==> config.mk <==
export PLATFORM = sky130hd
export DESIGN_NAME = bif_master
export DESIGN_NICKNAME = d
export VERILOG_FILES = /design/src/rtl/bif_master.sv
export SDC_FILE = /design/constraint.sdc
export NUM_CORES = 1
export LEC_CHECK = 0
export ABC_AREA = 1
export CAP_MARGIN = 20
export CORE_MARGIN = 2
export CORE_UTILIZATION = 39
export DETAILED_ROUTE_END_ITERATION = 10
export PLACE_DENSITY_LB_ADDON = 0.05
export SETUP_SLACK_MARGIN = 0.15
export SYNTH_ARGS = -nofsm -noshare
export SYNTH_HDL_FRONTEND = slang
export SYNTH_SLANG_ARGS = --single-unit
==> constraint.sdc <==
create_clock -name clk -period 3.1 [get_ports clk]
set_input_delay 0.62 -clock clk [delete_from_list [all_inputs] [get_ports clk]]
set_output_delay 0.62 -clock clk [all_outputs]
set_load 0.01 [all_outputs]
==> src/rtl/bif_master.sv <==
// Bus initiator for the bif register bus: one read or write transaction per accepted command.
// Latency: write response 2 cycles after accept, read 3 (nominal) or TIMEOUT_CYC+2 (timeout).
// Backpressure: cmd_ready only in IDLE; response held stable until rsp_ready, one transaction outstanding.
`timescale 1ns/1ps
module bif_master #(
  parameter int BUS_AWID    = 8,
  parameter int BUS_DWID    = 32,
  parameter int TIMEOUT_CYC = 16,
  parameter int CNT_WID     = 8
) (
  input  logic                clk,
  input  logic                rst,
  input  logic                cmd_valid,
  output logic                cmd_ready,
  input  logic                cmd_wr,
  input  logic [BUS_AWID-1:0] cmd_addr,
  input  logic [BUS_DWID-1:0] cmd_wdat,
  output logic                rsp_valid,
  input  logic                rsp_ready,
  output logic                rsp_wr,
  output logic [BUS_DWID-1:0] rsp_rdat,
  output logic                rsp_err,
  output logic [BUS_AWID-1:0] bif_addr,
  output logic                bif_sel,
  output logic                bif_wr_ev,
  output logic                bif_rd_ev,
  output logic [BUS_DWID-1:0] bif_wr_dat,
  input  logic [BUS_DWID-1:0] bif_rd_dat,
  input  logic                bif_rd_vld_ev,
  output logic                busy,
  output logic [CNT_WID-1:0]  stat_to_cnt
);

  typedef enum logic [2:0] {IDLE, WR, RD_ISSUE, RD_WAIT, RSP} state_t;

  state_t              state, state_nxt;
  logic [7:0]          wait_cnt, wait_cnt_nxt;
  logic [BUS_AWID-1:0] bif_addr_nxt;
  logic [BUS_DWID-1:0] bif_wr_dat_nxt, rsp_rdat_nxt;
  logic                bif_sel_nxt, bif_wr_ev_nxt, bif_rd_ev_nxt;
  logic                rsp_valid_nxt, rsp_wr_nxt, rsp_err_nxt;
  logic [CNT_WID-1:0]  stat_to_cnt_nxt;

  localparam logic [7:0]         LAST_WAIT = 8'(TIMEOUT_CYC - 1);
  localparam logic [CNT_WID-1:0] CNT_ONE   = {{(CNT_WID-1){1'b0}}, 1'b1};

  assign cmd_ready = (state == IDLE);
  assign busy      = (state != IDLE);

  // State, counter and all registered outputs; reset aborts any transaction in flight.
  always_ff @(posedge clk or posedge rst) begin
    if (rst) begin
      state       <= IDLE;
      wait_cnt    <= '0;
      bif_addr    <= '0;
      bif_wr_dat  <= '0;
      bif_sel     <= 1'b0;
      bif_wr_ev   <= 1'b0;
      bif_rd_ev   <= 1'b0;
      rsp_valid   <= 1'b0;
      rsp_wr      <= 1'b0;
      rsp_rdat    <= '0;
      rsp_err     <= 1'b0;
      stat_to_cnt <= '0;
    end else begin
      state       <= state_nxt;
      wait_cnt    <= wait_cnt_nxt;
      bif_addr    <= bif_addr_nxt;
      bif_wr_dat  <= bif_wr_dat_nxt;
      bif_sel     <= bif_sel_nxt;
      bif_wr_ev   <= bif_wr_ev_nxt;
      bif_rd_ev   <= bif_rd_ev_nxt;
      rsp_valid   <= rsp_valid_nxt;
      rsp_wr      <= rsp_wr_nxt;
      rsp_rdat    <= rsp_rdat_nxt;
      rsp_err     <= rsp_err_nxt;
      stat_to_cnt <= stat_to_cnt_nxt;
    end
  end

  // Next state and next output values; strobes default low so they last a single cycle.
  always_comb begin
    state_nxt       = state;
    wait_cnt_nxt    = wait_cnt;
    bif_addr_nxt    = bif_addr;
    bif_wr_dat_nxt  = bif_wr_dat;
    bif_sel_nxt     = 1'b0;
    bif_wr_ev_nxt   = 1'b0;
    bif_rd_ev_nxt   = 1'b0;
    rsp_valid_nxt   = rsp_valid;
    rsp_wr_nxt      = rsp_wr;
    rsp_rdat_nxt    = rsp_rdat;
    rsp_err_nxt     = rsp_err;
    stat_to_cnt_nxt = stat_to_cnt;
    unique case (state)
      IDLE: begin
        if (cmd_valid) begin
          bif_addr_nxt   = cmd_addr;
          bif_wr_dat_nxt = cmd_wdat;
          rsp_wr_nxt     = cmd_wr;
          bif_sel_nxt    = 1'b1;
          if (cmd_wr) begin
            bif_wr_ev_nxt = 1'b1;
            state_nxt     = WR;
          end else begin
            bif_rd_ev_nxt = 1'b1;
            state_nxt     = RD_ISSUE;
          end
        end
      end
      WR: begin
        rsp_valid_nxt = 1'b1;
        rsp_err_nxt   = 1'b0;
        rsp_rdat_nxt  = '0;
        state_nxt     = RSP;
      end
      RD_ISSUE: begin
        wait_cnt_nxt = '0;
        state_nxt    = RD_WAIT;
      end
      RD_WAIT: begin
        wait_cnt_nxt = wait_cnt + 8'd1;
        // A read-valid in the final wait cycle still counts as a successful read.
        if (bif_rd_vld_ev) begin
          rsp_rdat_nxt  = bif_rd_dat;
          rsp_err_nxt   = 1'b0;
          rsp_valid_nxt = 1'b1;
          state_nxt     = RSP;
        end else if (wait_cnt == LAST_WAIT) begin
          rsp_rdat_nxt  = '0;
          rsp_err_nxt   = 1'b1;
          rsp_valid_nxt = 1'b1;
          if (stat_to_cnt != {CNT_WID{1'b1}}) stat_to_cnt_nxt = stat_to_cnt + CNT_ONE;
          state_nxt     = RSP;
        end
      end
      RSP: begin
        if (rsp_ready) begin
          rsp_valid_nxt = 1'b0;
          state_nxt     = IDLE;
        end
      end
      default: state_nxt = IDLE;
    endcase
  end

endmodule

==> results of run 1 <==
## kinds of logic (layout without fill, tap and decap cells)
logic type               Yosys count  in the layout
adder cells (fa/ha/maj)            2              2
buffers and inverters             41            212
AO/OA/AOI/OAI                     13             13
XOR/XNOR                           4              4
flip-flops                        97             97
AND/OR/NAND/NOR                  323            323
## Yosys cell counts, drive strengths merged
| library cell | n |
|---|---|
| o21ai | 7 |
| nand2 | 284 |
| nand4 | 7 |
| xor2 | 3 |
| nor3 | 2 |
| a22o | 1 |
| ha | 2 |
| nor2 | 22 |
| xnor2 | 1 |
| buf | 14 |
| dfrtp | 97 |
| o31ai | 1 |
| inv | 27 |
| a21oi | 2 |
| nand3 | 7 |
| o22ai | 2 |
| nand3b | 1 |
## registers in the layout, indices dropped and copies added, names as in the netlist
name and count:
bif_rd_ev 1, rsp_valid 1, stat_to_cnt 8, bif_sel 1, rsp_wr 1, bif_wr_ev 1, rsp_rdat 32, bif_wr_dat 32
bif_addr 8, state 3, wait_cnt 8, rsp_err 1
## power by group through the flow
| stage | combinational (mW) | sequential [mW] | clock [mW] |
|---|---|---|---|
| global route | 2.32 | 2.05 | 0.883 |
| detailed placement | 2.13 | 2.00 | 0 |
| CTS | 2.13 | 1.99 | 0.832 |
| finish | 2.10 | 1.98 | 0.807 |
| floorplan | 0.765 | 2.20 | 0 |
| global placement | 2.10 | 1.99 | 0 |
## worst max path at each step
stage | depth (start not counted) | from | to
final | 5 | state[2] | busy
after global routing | 4 | state[2] | cmd_ready
after CTS | 4 | state[2] | cmd_ready
after detailed placement | 7 | bif_rd_vld_ev | rsp_rdat[1]
after global placement | 7 | bif_rd_vld_ev | rsp_rdat[11]
after floorplan | 1 | rst | bif_addr[0]
## worst register-to-register path, delay by kind of cell, from the launching register on
family / cells / cell delay [ns]
adders and majority gates: 1 / 0.20
DFF: 1 / 0.39
and+or+nand+nor: 5 / 0.92
## layer usage
layer	global-route usage	share of wire	vias up
li1	-	-	1788
met1	0.2423	0.46	1623
met2	0.2912	0.45	114
met3	0.04985	0.071	14
met4	0.06957	0.017	0
met5	0	0	-
## cell type report
type | instances | area (um^2)
Multi-Input combinational cell | 342 | 1458
Timing Repair Buffer | 169 | 1694
Clock inverter | 5 | 56.30
Fill cell | 963 | 4230
Clock buffer | 11 | 131.4
Inverter | 27 | 110.1
Tap cell | 136 | 170.2
Sequential cell | 97 | 2427
## metrics by stage
stage,area [um^2],setup WS (ns),power [mW],util,cells
global placement,5859,1.006,4.096,0.5701,771
finish,6047,0.7725,4.888,0.5884,787
global route,6047,0.6636,5.252,0.5884,787
detailed placement,5859,0.9528,4.135,0.5701,771
CTS,6047,0.7337,4.953,0.5884,787
floorplan,4121,1.332,2.967,-,480
==> results.toml, run 1 <==
[drt]
viasPerCell = 4.497
drc_errors = 0
antenna_left = 0
finalWirelength_um = 10210
drtIter0Drc = 214
vias = 3539
wl_per_cell_um = 12.97
first_pass_iters = 4

[worst_setup_path]
cp_cell_sequence = "inv_2 > nand2_2 > nor2_4 > inv_4 > clkdlybuf4s50_1"
cp.arrival_ns = 1.71
crit_path_max_fanout = 7
rr_endpoint = "stat_to_cnt[1]"
ff2ff_setup_slack_ns = 1.48
path_buf_inv = 3
critPathKind = "flip-flop to output port"
cp_slowest_cell = "clkdlybuf4s50_1"
r2r_cells = 6
rr_startpoint = "wait_cnt[1]"
path_delay_family = "buffers and inverters"
worst_setup_path_start_kind = "flip-flop"
crit_path_max_incr_delay_ns = 0.53
crit_path_end_kind = "output port"
worstPathRequired_ns = 2.48

[timing]
rsz0062_at_grt = "false"
slew_viol_final = 0
layout_min_cycle_time_ns = 2.328
skew_ns = 0.006334
max_freq_mhz = 429.6
fin_crit_sh = 0.7508
timing.slew.headroom = 0.5275
hold_violations = 0
finalSetupViolations = 0
setup_tns_ns = 0
timing.hold.ws_ns = 0.4739
tightest_slew_ns = 0.7073

[cts]
cts.sinks = 97
clock_latency_ns = 0.36
h-tree-depth = 3
cts_setup_buffers = 0
clockBufferDepth = 2
numCtsBuffers = 9
ctsHoldBuffers = 0
cts_resized = 0
root_buffer = "clkbuf_8"
clkTransAtPathRegs_ns = 0.09
cts_tree = "yes"

[floorplan]
rows = 37
pin_count = 166
start_util = 0.4007
die-area_um2 = 11400
core_region_area_um2 = 10280
fp.dieH_um = 106.8
die_w_um = 106.8

[synthesis]
avgSynthCellArea_um2 = 8.579
yosys.area_share.xor_xnor = 0.008508
synth_fp_nets = 560
netlist_instances = 480
syn_area_um2 = 4118
yosys.area_share.simple = 0.3187
synth_top_area_frac = 0.5895
synth-seq-cells = 97
synth_compound_area_frac = 0.02066
synth_top_family_by_area = "simple AND/OR/NAND/NOR gates"
synth_area_leaders = "dfrtp_1, nand2_1, inv_1"
synth.distinct_cells = 25
synth_area_leader_cell = "dfrtp_1"
ys_seq_area_frac = 0.5895
yosysWarnings = 0
synthMuxAreaShare = 0
yosys.area_share.adder = 0.006077

[hold_path]
holdPathEnd = "rsp_rdat[10]"
hold_path_depth = 2
hold_start = "rsp_rdat[10]"
min_path_type = "flip-flop to flip-flop"

[power_and_ir_drop]
combPwrFrac = 0.429
peakVddDrop_uv = 387.3
p_per_area_nw_per_um2 = 808.2
p_int_mw = 3.189
seqPwrFrac = 0.406
power.leakage_nw = 3.035
pwr-share-clk = 0.165
p_sw_frac = 0.3476
p_switching_mw = 1.699

[layout]
area_growth_pct = 46.86
layout-drive-gt1-share = 0.04916
layout_commonest_cell = "nand2_1"
antennaDiodeCount = 0
layout.nets = 726
layout_common_cells = "nand2_1, clkdlybuf4s50_1, dfrtp_1, inv_1, nor2_1"

[global_route]
grt_pass1_vias = 3497
grt_max_degree = 55
grt_usage = 0.1840
antenna_found_initial = 0
grt-ovfl-total = 0
grt_first_pass_wirelength_um = 16750

[run_status]
status = "finished clean"

[flow_run]
cap_violations = 0

[placement]
gp_congestion = 0.7531
dp_hpwl_um = 7270
io_buffers = 165
No activity file was read; power rests on OpenSTA's default activity.
==> run 2, diff against run 1 <==
clock period = 1.9 ns   (was 3.1 ns; I/O delays follow)
==> run 2 against run 1 <==
  * Non-clock buffer count increased by 14
  * Final cell count increased by 1.8%
  * Global-route usage increased by 0.32 points
  * Worst setup slack got worse by 0.56 ns
==> results.toml, run 2 (synthesis results as in run 1) <==
[run_status]
status = "finished clean"

[cts]
numCtsBuffers = 9
clockBufferDepth = 2
cts_tree = "yes"
cts.sinks = 97
clkTransAtPathRegs_ns = 0.09
clock_latency_ns = 0.37
root_buffer = "clkbuf_8"
h-tree-depth = 3

[timing]
finalSetupViolations = 0
tightest_slew_ns = 0.4200
timing.hold.ws_ns = 0.4705
slew_viol_final = 0
timing.slew.headroom = 0.7200
max_freq_mhz = 590.9
hold_violations = 0
skew_ns = 0.01072
setup_tns_ns = 0
layout_min_cycle_time_ns = 1.692
rsz0062_at_grt = "false"
fin_crit_sh = 0.8907

[drt]
viasPerCell = 4.479
drc_errors = 0
drtIter0Drc = 256
vias = 3588
antenna_left = 0
first_pass_iters = 4
wl_per_cell_um = 13.00
finalWirelength_um = 10420

[power_and_ir_drop]
peakVddDrop_uv = 495.6
p_sw_frac = 0.3371
pwr-share-clk = 0.197
combPwrFrac = 0.419
p_int_mw = 5.561
p_switching_mw = 2.827
p_per_area_nw_per_um2 = 1344
seqPwrFrac = 0.384
p_total_mw = 8.388
power.leakage_nw = 3.161

[global_route]
grt_max_degree = 70
grt-ovfl-total = 0
grt_usage = 0.1872
grt_pass1_vias = 3397
antenna_found_initial = 0
grt_first_pass_wirelength_um = 16740

[layout]
layout.nets = 740
layout_commonest_cell = "nand2_1"
multi_input_area_um2 = 1458
regArea_um2 = 2430
filler_cell_count = 924
layout-drive-gt1-share = 0.07820
reg_top3 = "bif_wr_dat: 32 flops, rsp_rdat: 32 flops"
area_growth_pct = 51.60
antennaDiodeCount = 0
layout_common_cells = "nand2_1, clkdlybuf4s50_1, dfrtp_1, inv_1, nor2_1"

[worst_setup_path]
cp_slowest_cell = "clkdlybuf4s50_1"
crit_path_end_kind = "output port"
cp_cell_sequence = "clkdlybuf4s50_1"
path_delay_family = "buffers and inverters"
crit_path_max_incr_delay_ns = 0.54
worst_setup_path_start_kind = "flip-flop"
cp.arrival_ns = 1.31
critPathKind = "flip-flop to output port"
path_buf_inv = 1
crit_path_max_fanout = 4
worstPathRequired_ns = 1.52

[placement]
gp_congestion = 0.8027
io_buffers = 165
dp_hpwl_um = 7371

[hold_path]
min_path_type = "input pin to asynchronous set/reset pin"

[floorplan]
core_region_area_um2 = 10280
die-area_um2 = 11400
die_w_um = 106.8
pin_count = 166
rows = 37
fp.dieH_um = 106.8
start_util = 0.4007

[flow_run]
cap_violations = 0
==> run 2: cell types whose count changed in the layout (fill, tap and decap cells not counted), sizes merged <==
cell,delta
clkbuf,-1
buf,+15
clkdlybuf4s15,+1
bufinv,+2
dlymetal6s2s,+1
clkinv,-1
clkdlybuf4s50,-3
==> run 2: cell type report <==
class / instances / area share
clock buffers: 10 / 0.02205
clock inverters: 6 / 0.01844
inverters: 27 / 0.01764
multi-input cells: 342 / 0.2335
flip-flops and latches: 97 / 0.3893
well taps: 136 / 0.02726
repair buffers: 183 / 0.2918
==> run 2: per-stage QoR <==
| stage | worst slack, ns | area [um^2] | std cells | utilization |
|---|---|---|---|---|
| global placement | 0.1592 | 5907 | 774 | 0.5748 |
| CTS | 0.1591 | 6222 | 798 | 0.6054 |
| detailed placement | 0.1162 | 5907 | 774 | 0.5748 |
| finish | 0.2077 | 6242 | 801 | 0.6074 |
| global route | 0.1518 | 6242 | 801 | 0.6074 |
| floorplan | 0.3724 | 4121 | 480 | - |
==> run 2: routing by layer <==
metal	GRT usage	vias up	wire length [um]
li1	-	1819	-
met1	0.2515	1648	4771
met2	0.2962	112	4850
met3	0.04012	9	632
met4	0.07514	0	163
met5	0	-	0
==> run 2: path summary, 6_finish.rpt <==
path	cells after the start	slack, ns	endpoint	startpoint
setup / recovery	1	0.21	stat_to_cnt[3]	stat_to_cnt[3]
min in group clk	2	0.47	bif_wr_dat[27]	bif_wr_dat[27]
hold reg to reg	2	0.47	bif_wr_dat[27]	bif_wr_dat[27]
max in group asynchronous	3	1.13	stat_to_cnt[4]	rst
setup reg to reg	9	0.39	stat_to_cnt[0]	stat_to_cnt[0]
hold / removal	3	0.47	rsp_rdat[30]	rst
==> run 2: repair_timing <==
action	CTS	global route
pin swaps	1	1
setup buffers	8	3
endpoints found under the setup margin	9	12
hold buffers	0	0
resized for setup	7	3
==> run 2: power by group through the flow <==
stage               Combinational [mW]  Sequential [mW]  Clock (mW)
global placement                  3.50             3.24           0
floorplan                         1.25             3.59           0
global route                      3.87             3.32        1.79
detailed placement                3.56             3.26           0
finish                            3.52             3.22        1.65
CTS                               3.58             3.23        1.70
